File: config.mk
export PLATFORM = sky130hd
export DESIGN_NAME = bcd_time_counter
export DESIGN_NICKNAME = d
export VERILOG_FILES = /design/src/rtl/bcd_time_counter.sv
export SDC_FILE = /design/constraint.sdc
export NUM_CORES = 1
export LEC_CHECK = 0
export BUFFER_PORTS_ARGS = -buffer_cell sky130_fd_sc_hd__buf_2
export CAP_MARGIN = 10
export CELL_PAD_IN_SITES_DETAIL_PLACEMENT = 1
export CELL_PAD_IN_SITES_GLOBAL_PLACEMENT = 1
export CORE_ASPECT_RATIO = 0.5
export CORE_UTILIZATION = 43
export DETAILED_ROUTE_END_ITERATION = 16
export MAX_ROUTING_LAYER = met4
export PLACE_DENSITY = 0.88
export SYNTH_ARGS = -nofsm -noshare
export SYNTH_HDL_FRONTEND = slang
export SYNTH_SLANG_ARGS = --single-unit
File: constraint.sdc
create_clock -name clk -period 2.38 [get_ports clk]
set_input_delay 0.119 -clock clk [delete_from_list [all_inputs] [get_ports clk]]
set_output_delay 0.119 -clock clk [all_outputs]
set_load 0.005 [all_outputs]
File: src/rtl/bcd_time_counter.sv
// bcd_time_counter
//   Time-of-day counter producing six BCD digits (hh:mm:ss) for the alarm
//   compare stage and the display mux. A prescaler divides clk down to a
//   1 Hz advance. Each field can be set by hand, and running time is frozen
//   while set mode is active.
//
//   Build option: define TWELVE_HOUR_EN for a 12-hour clock (12,01..11) with
//   a PM flag. When it is undefined the clock counts 00..23 and pm is tied to 0.
//
// Parameters
//   CLK_HZ    system clock cycles per second (>= 2)
// Ports
//   clk       system clock, rising edge
//   rst       synchronous reset, active-high, highest priority
//   set_en    1 = set mode (timekeeping frozen, prescaler held at 0)
//   set_sel   field to set: 0 sec, 1 min, 2 hours, 3 no effect
//   inc       in set mode, +1 to the selected field on every cycle it is high
//   sec1/sec2, min1/min2, hour1/hour2   BCD tens/units digits
//   pm        PM flag (12-hour build only, otherwise 0)
//   tick_1hz  one-cycle pulse coincident with each running advance
module bcd_time_counter #(
    parameter int unsigned CLK_HZ = 100_000_000
) (
    input  logic       clk,
    input  logic       rst,
    input  logic       set_en,
    input  logic [1:0] set_sel,
    input  logic       inc,
    output logic [3:0] sec1,
    output logic [3:0] sec2,
    output logic [3:0] min1,
    output logic [3:0] min2,
    output logic [3:0] hour1,
    output logic [3:0] hour2,
    output logic       pm,
    output logic       tick_1hz
);

    localparam int unsigned CW = (CLK_HZ > 1) ? $clog2(CLK_HZ) : 1;
    localparam logic [CW-1:0] CNT_MAX = CW'(CLK_HZ - 1);

`ifdef TWELVE_HOUR_EN
    localparam logic [3:0] RST_HOUR1 = 4'd1;
    localparam logic [3:0] RST_HOUR2 = 4'd2;
`else
    localparam logic [3:0] RST_HOUR1 = 4'd0;
    localparam logic [3:0] RST_HOUR2 = 4'd0;
`endif

    logic [CW-1:0] cnt;

    // Field successors. Each one wraps inside its own field only, so the same
    // values serve both the set-mode increment and the running advance. In the
    // running case the carry between fields is applied by the sequential block.
    logic [3:0] sec1_nx, sec2_nx, min1_nx, min2_nx, hour1_nx, hour2_nx;
    logic       sec_wrap, min_wrap;
`ifdef TWELVE_HOUR_EN
    logic       hour_is_11;
`endif

    always_comb begin
        sec2_nx  = (sec2 == 4'd9) ? 4'd0 : sec2 + 4'd1;
        sec1_nx  = (sec2 == 4'd9) ? ((sec1 == 4'd5) ? 4'd0 : sec1 + 4'd1) : sec1;
        sec_wrap = (sec1 == 4'd5) && (sec2 == 4'd9);

        min2_nx  = (min2 == 4'd9) ? 4'd0 : min2 + 4'd1;
        min1_nx  = (min2 == 4'd9) ? ((min1 == 4'd5) ? 4'd0 : min1 + 4'd1) : min1;
        min_wrap = (min1 == 4'd5) && (min2 == 4'd9);

`ifdef TWELVE_HOUR_EN
        hour_is_11 = (hour1 == 4'd1) && (hour2 == 4'd1);
        if ((hour1 == 4'd1) && (hour2 == 4'd2)) begin
            hour1_nx = 4'd0;
            hour2_nx = 4'd1;
        end else if (hour2 == 4'd9) begin
            hour1_nx = hour1 + 4'd1;
            hour2_nx = 4'd0;
        end else begin
            hour1_nx = hour1;
            hour2_nx = hour2 + 4'd1;
        end
`else
        if ((hour1 == 4'd2) && (hour2 == 4'd3)) begin
            hour1_nx = 4'd0;
            hour2_nx = 4'd0;
        end else if (hour2 == 4'd9) begin
            hour1_nx = hour1 + 4'd1;
            hour2_nx = 4'd0;
        end else begin
            hour1_nx = hour1;
            hour2_nx = hour2 + 4'd1;
        end
`endif
    end

    always_ff @(posedge clk) begin
        if (rst) begin
            cnt      <= '0;
            tick_1hz <= 1'b0;
            sec1     <= '0;
            sec2     <= '0;
            min1     <= '0;
            min2     <= '0;
            hour1    <= RST_HOUR1;
            hour2    <= RST_HOUR2;
`ifdef TWELVE_HOUR_EN
            pm       <= 1'b0;
`endif
        end else if (set_en) begin
            // Holding cnt at 0 means the first tick after release lands
            // exactly CLK_HZ cycles after set_en drops.
            cnt      <= '0;
            tick_1hz <= 1'b0;
            if (inc) begin
                case (set_sel)
                    2'd0: begin
                        sec1 <= sec1_nx;
                        sec2 <= sec2_nx;
                    end
                    2'd1: begin
                        min1 <= min1_nx;
                        min2 <= min2_nx;
                    end
                    2'd2: begin
                        hour1 <= hour1_nx;
                        hour2 <= hour2_nx;
                    end
                    default: ;
                endcase
            end
        end else if (cnt == CNT_MAX) begin
            cnt      <= '0;
            tick_1hz <= 1'b1;
            sec1     <= sec1_nx;
            sec2     <= sec2_nx;
            if (sec_wrap) begin
                min1 <= min1_nx;
                min2 <= min2_nx;
                if (min_wrap) begin
                    hour1 <= hour1_nx;
                    hour2 <= hour2_nx;
`ifdef TWELVE_HOUR_EN
                    // Only the 11 -> 12 rollover flips AM/PM.
                    if (hour_is_11)
                        pm <= ~pm;
`endif
                end
            end
        end else begin
            cnt      <= cnt + CW'(1);
            tick_1hz <= 1'b0;
        end
    end

`ifndef TWELVE_HOUR_EN
    assign pm = 1'b0;
`endif

endmodule

==> results.md, run 1 <==
- Status: finished clean
- Fmax: 0.437 GHz
- Grt met3 use: 5.21%
- Critical Path AT: 2520 ps
- Count of input and output buffers: 30
- Synthesized Nets: 324
- Leakage power total: 0.00106 µW
- Initial Utilization: 46.4%
- Commonest non-fill, non-tap cells in the layout: dfxtp_1 (52), nor2_1 (38), buf_2 (30)
- Register area share after synthesis: 39.5%
- Data required, critical path: 2610 ps
- Relative slew margins: 66.8%
- Commonest non-fill, non-tap cell in the layout: dfxtp_1
- Final wirelength: 6990 µm
- Clock sinks: 52
- CTS tree: built
- Final Slew Violations: 0
- H-tree Lvls: 2
- Mapped Cells: 313
- Avg Inst Size Synth: 8.42 µm²
- CP endpoint kind: flip-flop
- Initial antenna violation count: 0
- Core Region: 5680 µm²
- DRT Pass-1 Iters: 4
- Diodes inserted: 0
- Post-Layout Inst Area: 3000 µm²
- Fin crit period: 2290 ps
- Clock Latency Late Sink: 300 ps
- Crit-path max FO: 15
- Worst min-delay path class: input pin to flip-flop
- Global placer's final weighted congestion: 0.800
- Synth warn: 0
- Post-DP Area: 2870 µm²
- DR WL/cell: 16.7 µm
- Netlist cell types: 50
- Post-synth ARST share: 0%
- Slew at the pin with the worst max-slew slack: 492 ps
- Share of cells above drive strength 1: 14.5%
- Largest net degree at the start of global routing: 27
- DIE WIDTH: 113 µm
- Vias in the first global route: 2,469
- CTS Buf Count: 5
- HPWL after detailed placement: 4930 µm
- Routing usage on met2: 41.1%
- CP Class: flip-flop to flip-flop
- Gr ovfl total: 0
- EDFF count, synth: 0
- Antenna Nets Post-Route: 0
- Final TNS setup: 0 ps
- CTS root buffer: clkbuf_16
- # setup viols final: 0
- Clock Skews: 7.79 ps
- Commonest register cell after synthesis: dfxtp_1
- Yosys reg bits: 52
- Met1 usage: 26.8%
- Synthesized area: 2640 µm²
- Remaining DRCs: 0
- Crit path launch type: flip-flop
- Synthesis-to-finish area growth: 14.0%
- Post-layout nets: 356
- Unrepaired setup endpoints after global routing: no
- Num rows: 19
- VDD IR max: 0.259 mV
- Via count: 2,433
- All-Layer GR Usage: 23.9%
- CTS clk-pin slew, worst paths: 70 ps
- Vias per cell: 5.82
- Share of the cycle needed by the critical path after routing: 96.2%
- Hold Vio Cnt, Final: 0
- Detailed Route Iter0 Violations: 109
- Clock buffer depth: 2
- Die area: 6470 µm²
- Most Crowded Layer GR: met2
- Io pins: 32
- Total of max-cap violations: 0
- Pwr per Cell Area: 545 nW/µm²
- Die Y: 57.4 µm
- First-pass GRT wire length: 11,600 µm
==> synth_stat cells (6+ instances only) <==
library cell	n	area share [%]
o21ai_0	15	2.8
and3_1	8	1.9
nor2b_1	7	1.7
dfxtp_1	52	39
nor2_1	38	5.4
nand3_1	18	3.4
a21oi_1	17	3.2
xor2_1	7	2.3
or3_1	7	1.7
inv_1	11	1.6
nand4_1	6	1.4
nand2_1	19	2.7
nor3_1	12	2.3
xnor2_1	19	6.3
or4_1	7	2.0
==> final cells by class <==
cell class / instances / area (µm²)
multi-input cells: 240 / 1510
inverters: 11 / 41.3
clock buffers: 6 / 129
fillers: 696 / 2680
flip-flops and latches: 52 / 1040
clock inverters: 1 / 5.00
repair buffers: 35 / 188
well taps: 73 / 91.3
==> power breakdown <==
group | internal (µW) | switching, µW | leakage [µW]
logic | 16.4 | 37.5 | 0.000575
clock network | 383 | 323 | 0.0000667
registers | 873 | 4.69 | 0.000419
total | 1270 | 365 | 0.00106
==> sequential cells by signal, indices dropped and copies added (netlist names) <==
name,count
tick_1hz,1
cnt,27
sec2,4
min2,4
min1,4
hour2,4
hour1,4
sec1,4
==> metal layers <==
metal / wire length (µm) / vias up
met5: 0 / -
met4: 147 / 0
met3: 231 / 14
met2: 3480 / 32
met1: 3120 / 1200
li1: - / 1187
==> per-stage QoR <==
stage	hold slack (ps)	util (%)	setup slack (ps)	total power, µW	std cells
after floorplan	196	-	275	931	313
after global placement	394	50.5	172	947	411
after detailed placement	406	50.5	60.3	950	411
after CTS	88.3	52.9	49.3	1650	418
after global routing	97.9	52.9	15.3	1690	418
final	92.4	52.9	89.5	1640	418
==> logic make-up after synthesis <==
logic type	Yosys count	share of synthesized area (%)
AND/OR/NAND/NOR	153	32.2
multiplexers	6	2.42
XOR/XNOR	26	8.64
buffers and inverters	21	3.32
AO/OA/AOI/OAI	49	11.4
adder cells (fa/ha/maj)	5	2.37
other	1	0.142
flip-flops	52	39.5
==> timing repair <==
action / 4_1_cts / 5_1_grt
endpoints found under the setup margin: 0 / 8
buffers inserted: 0 / 0
gates resized for setup: 0 / 3
hold buffers: 0 / 0
==> critical path, stage by stage, from the launching register on <==
cell	delay [ps]
dfxtp_1	360
ha_1	180
nand3_1	110
or4_4	550
o21ba_2	320
or4b_1	530
a31oi_1	170
==> path summary, 6_finish.rpt <==
kind,start,end,slack [ps],cells after the start
worst max register to register,cnt[0],sec2[3],90,6
worst min-delay path,set_en,tick_1hz,90,2
worst min register to register,cnt[0],cnt[0],460,1
worst max-delay path,cnt[0],sec2[3],90,6
(Power assumes the default switching activity.)
==> run 2: changes to the inputs <==
--- a/config.mk
+++ b/config.mk
@@ -10,10 +10,11 @@
 export CELL_PAD_IN_SITES_DETAIL_PLACEMENT = 1
 export CELL_PAD_IN_SITES_GLOBAL_PLACEMENT = 1
 export CORE_ASPECT_RATIO = 0.5
-export CORE_UTILIZATION = 43
+export CORE_UTILIZATION = 27
 export DETAILED_ROUTE_END_ITERATION = 16
+export GPL_TIMING_DRIVEN = 0
 export MAX_ROUTING_LAYER = met4
-export PLACE_DENSITY = 0.88
+export PLACE_DENSITY = 0.64
 export SYNTH_ARGS = -nofsm -noshare
 export SYNTH_HDL_FRONTEND = slang
 export SYNTH_SLANG_ARGS = --single-unit
==> run 2 against run 1 <==
Compared with the run above:
- core utilization down 19 points
- clock power up 25%
- via count shrank 2.1%
- sequential cell count unchanged
- hold slack gained 6.6 ps
- global-route usage fell by 8.8 points
- critical path depth is the same
- clock-buffer cell count rose by 1
- combinational power rose by 14%
- die area is 58% higher
- first-iteration DRC count is 36% lower
- largest power group is now clock
==> results.md, run 2 (synthesis results as in run 1) <==
- Largest net degree at the start of global routing: 16 (was 27)
- Seq pwr share: 48.1% (was 53.6%)
- Sw Pwr: 377 µW (was 365 µW)
- Fin crit period: 2230 ps (was 2290 ps)
- CTS tree: built (unchanged)
- Final wirelength: 7020 µm (was 6990 µm)
- Placed insts: 478 (was 411)
- Count of input and output buffers: 30 (unchanged)
- Layout fillers: 1,136 (was 696)
- Clock power frac: 48.6% (was 43.1%)
- Remaining DRCs: 0 (unchanged)
- Hold Vio Cnt, Final: 0 (unchanged)
- Io pins: 32 (unchanged)
- Commonest non-fill, non-tap cell in the layout: dfxtp_1 (unchanged)
- Critical Path AT: 2450 ps (was 2520 ps)
- Final Non-Filler Cells: 486 (was 418)
- Clock sinks: 52 (unchanged)
- Unrepaired setup endpoints after global routing: no (unchanged)
- Total power draw: 1820 µW (was 1640 µW)
- H-tree Lvls: 2 (unchanged)
- Data required, critical path: 2600 ps (was 2610 ps)
- All-Layer GR Usage: 15.1% (was 23.9%)
- Clock buffer depth: 2 (unchanged)
- CP endpoint kind: flip-flop (unchanged)
- Synthesis-to-finish area growth: 20.1% (was 14.0%)
- DR WL/cell: 14.5 µm (was 16.7 µm)
- Initial Utilization: 27.9% (was 46.4%)
- First-pass GRT wire length: 11,900 µm (was 11,600 µm)
- Share of cells above drive strength 1: 16.2% (was 14.5%)
- # setup viols final: 0 (unchanged)
- DIE WIDTH: 142 µm (was 113 µm)
- Clock Latency Late Sink: 290 ps (was 300 ps)
- Clock Skews: 3.96 ps (was 7.79 ps)
- Antenna Nets Post-Route: 0 (unchanged)
- Fmax: 0.449 GHz (was 0.437 GHz)
- Multi-input gate area: 1530 µm² (was 1510 µm²)
- Gr ovfl total: 0 (unchanged)
- Core Region: 9450 µm² (was 5680 µm²)
- Initial antenna violation count: 0 (unchanged)
- Diodes inserted: 0 (unchanged)
- Detailed Route Iter0 Violations: 70 (was 109)
- Final Worst Setup Slack: 151 ps (was 89.5 ps)
- Num rows: 25 (was 19)
- CP Class: flip-flop to flip-flop (unchanged)
- CTS root buffer: clkbuf_16 (unchanged)
- Global placer's final weighted congestion: 0.778 (was 0.800)
- Final Slew Violations: 0 (unchanged)
- Status: finished clean (unchanged)
- Crit path launch type: flip-flop (unchanged)
- Total of max-cap violations: 0 (unchanged)
- Vias in the first global route: 2,463 (was 2,469)
- Pwr per Cell Area: 576 nW/µm² (was 545 nW/µm²)
- Worst min-delay path class: input pin to flip-flop (unchanged)
- CTS clk-pin slew, worst paths: 70 ps (about the same)
- Setup bufs post-CTS: 0 (unchanged)
- Biggest register: cnt (unchanged)
- Post-layout nets: 361 (was 356)
- Post-DP Area: 2960 µm² (was 2870 µm²)
- DRT Pass-1 Iters: 4 (unchanged)
- Number of flip-flops under the largest register name: 27 (unchanged)
- Commonest non-fill, non-tap cells in the layout: dfxtp_1 (50), nor2_1 (38), buf_2 (34) (was dfxtp_1 (52), nor2_1 (38), buf_2 (30))
- CTS Buf Count: 5 (unchanged)
- Crit-path max FO: 6 (was 15)
- Post-layout util: 33.5% (was 52.9%)
- VDD IR max: 0.194 mV (was 0.259 mV)
- Slew at the pin with the worst max-slew slack: 546 ps (was 492 ps)
- Hold_buf cts: 0 (unchanged)
- Die area: 10,200 µm² (was 6470 µm²)
- Via count: 2,383 (was 2,433)
- Combinational power share: 3.4% (was 3.3%)
- Post-Layout Inst Area: 3170 µm² (was 3000 µm²)
- Die Y: 71.9 µm (was 57.4 µm)
- Dpl ws: -54.3 ps (was 60.3 ps)
- Power Internal: 1450 µW (was 1270 µW)
- FF+latch area: 1040 µm² (about the same)
- Vias per cell: 4.90 (was 5.82)
- HPWL after detailed placement: 5230 µm (was 4930 µm)
- Share of the cycle needed by the critical path after routing: 93.6% (was 96.2%)
- Relative slew margins: 63.6% (was 66.8%)
- Sw frac: 20.6% (was 22.3%)
- Leakage power total: 0.00108 µW (was 0.00106 µW)
[run 2: cell types whose count changed in the layout (fill, tap and decap cells not counted), moves of 2 or more]
cell,delta
buf_2,+4
buf_4,-4
clkbuf_1,+4
clkbuf_8,+2
dfxtp_1,-2
dfxtp_2,+2
[run 2: path summary, 6_finish.rpt]
check | slack, ps | startpoint | depth (start not counted) | endpoint
setup / recovery | 150 | cnt[0] | 6 | sec2[3]
hold / removal | 100 | set_en | 2 | tick_1hz
setup reg to reg | 150 | cnt[0] | 6 | sec2[3]
hold reg to reg | 450 | cnt[0] | 1 | cnt[0]
[run 2: worst max-delay path: stages (launching register included)]
cell	delay, ps
dfxtp_2	360
ha_4	170
nand3_1	110
or4_4	560
o21ba_2	270
or4b_1	510
a31oi_1	170
[run 2: what timing repair did]
item | 4_1_cts | 5_1_grt
cloned | 0 | 0
gates resized for setup | 3 | 8
setup endpoints to repair | 27 | 26
[run 2: stage by stage]
stage | hold WS [ps] | TNS [ps]
after floorplan | 196 | 0
after global placement | 416 | 0
after detailed placement | 417 | -631
after CTS | 106 | 0
after global routing | 111 | 0
final | 99.0 | 0
[run 2: final cells by class]
class / instances / area share, %
Clock buffer: 7 / 4.82
Multi-Input combinational cell: 240 / 48.4
Inverter: 11 / 1.30
Buffer: 10 / 1.46
Timing Repair Buffer: 30 / 4.74
Clock inverter: 1 / 0.948
Tap cell: 135 / 5.33
Sequential cell: 52 / 33.0
[run 2: power groups by stage]
| stage | combinational [µW] | clock [µW] | sequential [µW] |
|---|---|---|---|
| global route | 68.8 | 953 | 877 |
| global placement | 57.5 | 0 | 896 |
| finish | 61.3 | 886 | 877 |
| floorplan | 35.2 | 0 | 896 |
| detailed placement | 59.6 | 0 | 896 |
| CTS | 60.4 | 911 | 876 |
[run 2: metal layers]
layer	GRT usage, %	up-vias	wire (µm)
met2	26.3	26	3420
li1	-	1193	-
met1	18.1	1156	3400
met3	2.81	8	133
met5	-	-	0
met4	3.82	0	74
==> run 3: changes to the inputs <==
--- a/config.mk
+++ b/config.mk
@@ -10,6 +10,7 @@
 export CELL_PAD_IN_SITES_DETAIL_PLACEMENT = 1
 export CELL_PAD_IN_SITES_GLOBAL_PLACEMENT = 1
 export CORE_ASPECT_RATIO = 0.5
+export CORE_MARGIN = 4
 export CORE_UTILIZATION = 27
 export DETAILED_ROUTE_END_ITERATION = 16
 export GPL_TIMING_DRIVEN = 0
==> run 3 against run 2 <==
Compared with the run above:
- core utilization down 0.45 points
- global-route usage down 0.83 points
- cell count stayed put
- die area rose by 13%
- clock power decreased by 16%
- maximum frequency down 2.8%
- clock-buffer cell count grew 1
- combinational power grew 3.8%
- non-clock buffer count did not move
- via count is 1.9% higher
- sequential power about the same
- clock skew increased by 0.55 ps
- critical endpoint is now sec1[3]
==> results.md, run 3 (synthesis results as in run 1) <==
- Leakage power total: 0.00107 µW (was 0.00108 µW)
- WL met2: 3830 µm (was 3420 µm)
- Core Region: 9480 µm² (was 9450 µm²)
- Status: finished clean (unchanged)
- Clock buffer depth: 2 (unchanged)
- H-tree Lvls: 2 (unchanged)
- Die area: 11,500 µm² (was 10,200 µm²)
- HPWL after detailed placement: 5520 µm (was 5230 µm)
- Commonest non-fill, non-tap cells in the layout: dfxtp_1 (50), nor2_1 (38), buf_2 (33) (was dfxtp_1 (50), nor2_1 (38), buf_2 (34))
- CTS tree: built (unchanged)
- CP max-delay cell: or4_4 (unchanged)
- Hold_sp: set_en (unchanged)
- Gr ovfl total: 0 (unchanged)
- Biggest register: cnt (unchanged)
- Setup bufs post-CTS: 0 (unchanged)
- Min-Delay Endpoint: tick_1hz (unchanged)
- CTS root buffer: clkbuf_16 (unchanged)
- Register-to-Register Path Depth: 7 (was 6)
- First-pass GRT wire length: 13,100 µm (was 11,900 µm)
- Clock Latency Late Sink: 290 ps (about the same)
- Largest net degree at the start of global routing: 15 (was 16)
- Initial antenna violation count: 0 (unchanged)
- Number of flip-flops under the largest register name: 27 (unchanged)
- Clock Skews: 4.50 ps (was 3.96 ps)
- Fmax: 0.436 GHz (was 0.449 GHz)
- Crit path launch type: flip-flop (unchanged)
- Pwr per Cell Area: 539 nW/µm² (was 576 nW/µm²)
- Slew at the pin with the worst max-slew slack: 508 ps (was 546 ps)
- Post_cts resized: 5 (was 3)
- DIE WIDTH: 148 µm (was 142 µm)
- Post-layout nets: 361 (unchanged)
- Fin crit period: 2290 ps (was 2230 ps)
- Count of input and output buffers: 30 (unchanged)
- CTS Buf Count: 5 (unchanged)
- Diodes inserted: 0 (unchanged)
- Final wirelength: 7520 µm (was 7020 µm)
- Share of cells above drive strength 1: 15.7% (was 16.2%)
- Initial Utilization: 27.8% (was 27.9%)
- Hold_buf cts: 0 (unchanged)
- Met1 Wirelength: 3350 µm (was 3400 µm)
- Num rows: 25 (unchanged)
- Hold Vio Cnt, Final: 0 (unchanged)
- Post-DP Area: 2960 µm² (unchanged)
- Commonest non-fill, non-tap cell in the layout: dfxtp_1 (unchanged)
- Die Y: 77.9 µm (was 71.9 µm)
- Clock sinks: 52 (unchanged)
- Data required, critical path: 2550 ps (was 2600 ps)
- Remaining DRCs: 0 (unchanged)
- Detailed Route Iter0 Violations: 133 (was 70)
- Worst path max stage delay: 570 ps (was 560 ps)
- DRT Pass-1 Iters: 4 (unchanged)
- Final Slew Violations: 0 (unchanged)
- # setup viols final: 0 (unchanged)
- Share of the cycle needed by the critical path after routing: 96.4% (was 93.6%)
- Via count: 2,429 (was 2,383)
- Placed insts: 478 (unchanged)
- Worst hold path depth: 2 (unchanged)
- Critical Path AT: 2460 ps (was 2450 ps)
- R2r startpoint: cnt[0] (unchanged)
- CP endpoint kind: flip-flop (unchanged)
- CTS clk-pin slew, worst paths: 70 ps (about the same)
- Worst min-delay path class: input pin to flip-flop (unchanged)
- Vias in the first global route: 2,639 (was 2,463)
- FF-to-FF setup slack: 90 ps (was 150 ps)
- Relative slew margins: 66.2% (was 63.6%)
- DR WL/cell: 15.5 µm (was 14.5 µm)
- All-Layer GR Usage: 14.3% (was 15.1%)
- Min Hold Slack: 106 ps (was 99.0 ps)
- Final Non-Filler Cells: 486 (unchanged)
- Synthesis-to-finish area growth: 18.9% (was 20.1%)
- Crit-path max FO: 10 (was 6)
- Met3 wire len: 211 µm (was 133 µm)
- CP Class: flip-flop to flip-flop (unchanged)
- VDD IR max: 0.186 mV (was 0.194 mV)
- Post-Layout Inst Area: 3130 µm² (was 3170 µm²)
- Worst flop-to-flop path endpoint: sec1[3] (was sec2[3])
- Global placer's final weighted congestion: 0.819 (was 0.778)
- Antenna Nets Post-Route: 0 (unchanged)
- Total of max-cap violations: 0 (unchanged)
- Worst-path cell chain: ha_4 -> nand3_1 -> or4_4 -> o21ba_2 -> buf_2 -> o311ai_1 -> o41ai_1 (was ha_4 -> nand3_1 -> or4_4 -> o21ba_2 -> or4b_1 -> a31oi_1)
- Io pins: 32 (unchanged)
- Vias per cell: 5.00 (was 4.90)
- Top Layer Used: met4 (unchanged)
- Post-layout util: 33.1% (was 33.5%)
-- run 3: area by class of cell --
cell class | instances | area, µm²
multi-input cells | 240 | 1540
well taps | 135 | 169
repair buffers | 30 | 150
flip-flops and latches | 52 | 1040
inverters | 11 | 41.3
clock buffers | 8 | 146
plain buffers | 10 | 48.8
fillers | 1128 | 6340
-- run 3: how the worst max path moves through the flow --
stage	slack (ps)	from	endpoint
after global routing	-30	cnt[0]	sec2[3]
after detailed placement	-130	cnt[0]	hour2[1]
after CTS	10	cnt[0]	sec1[3]
after global placement	-30	cnt[0]	hour2[0]
after floorplan	280	cnt[0]	sec2[3]
final	90	cnt[0]	sec1[3]
-- run 3: power breakdown --
group | total (µW) | switching, µW | internal [µW]
clock network | 748 | 327 | 421
logic | 63.6 | 42.9 | 20.7
registers | 877 | 3.93 | 873
total | 1690 | 374 | 1310
-- run 3: worst max-delay path: cells and delay by family, from the launching register on --
| kind | cells | cell delay, ps |
|---|---|---|
| AO/OA/AOI/OAI | 3 | 740 |
| AND/OR/NAND/NOR | 2 | 690 |
| flip-flops | 1 | 370 |
| adder cells (fa/ha/maj) | 1 | 170 |
| buffers and inverters | 1 | 190 |
-- run 3: layer usage --
layer / track usage, % / up-vias
met5: - / -
met4: 4.55 / 0
met3: 3.56 / 13
met2: 24.8 / 30
met1: 16.3 / 1191
li1: - / 1195
-- run 3: metrics by stage --
step                      setup TNS, ps  total power [µW]  setup slack (ps)
after floorplan                       0               931               275
after global placement             -122               954             -31.6
after detailed placement           -782               957              -131
after CTS                             0              1710              12.1
after global routing              -34.9              1760             -30.8
final                                 0              1690              86.2
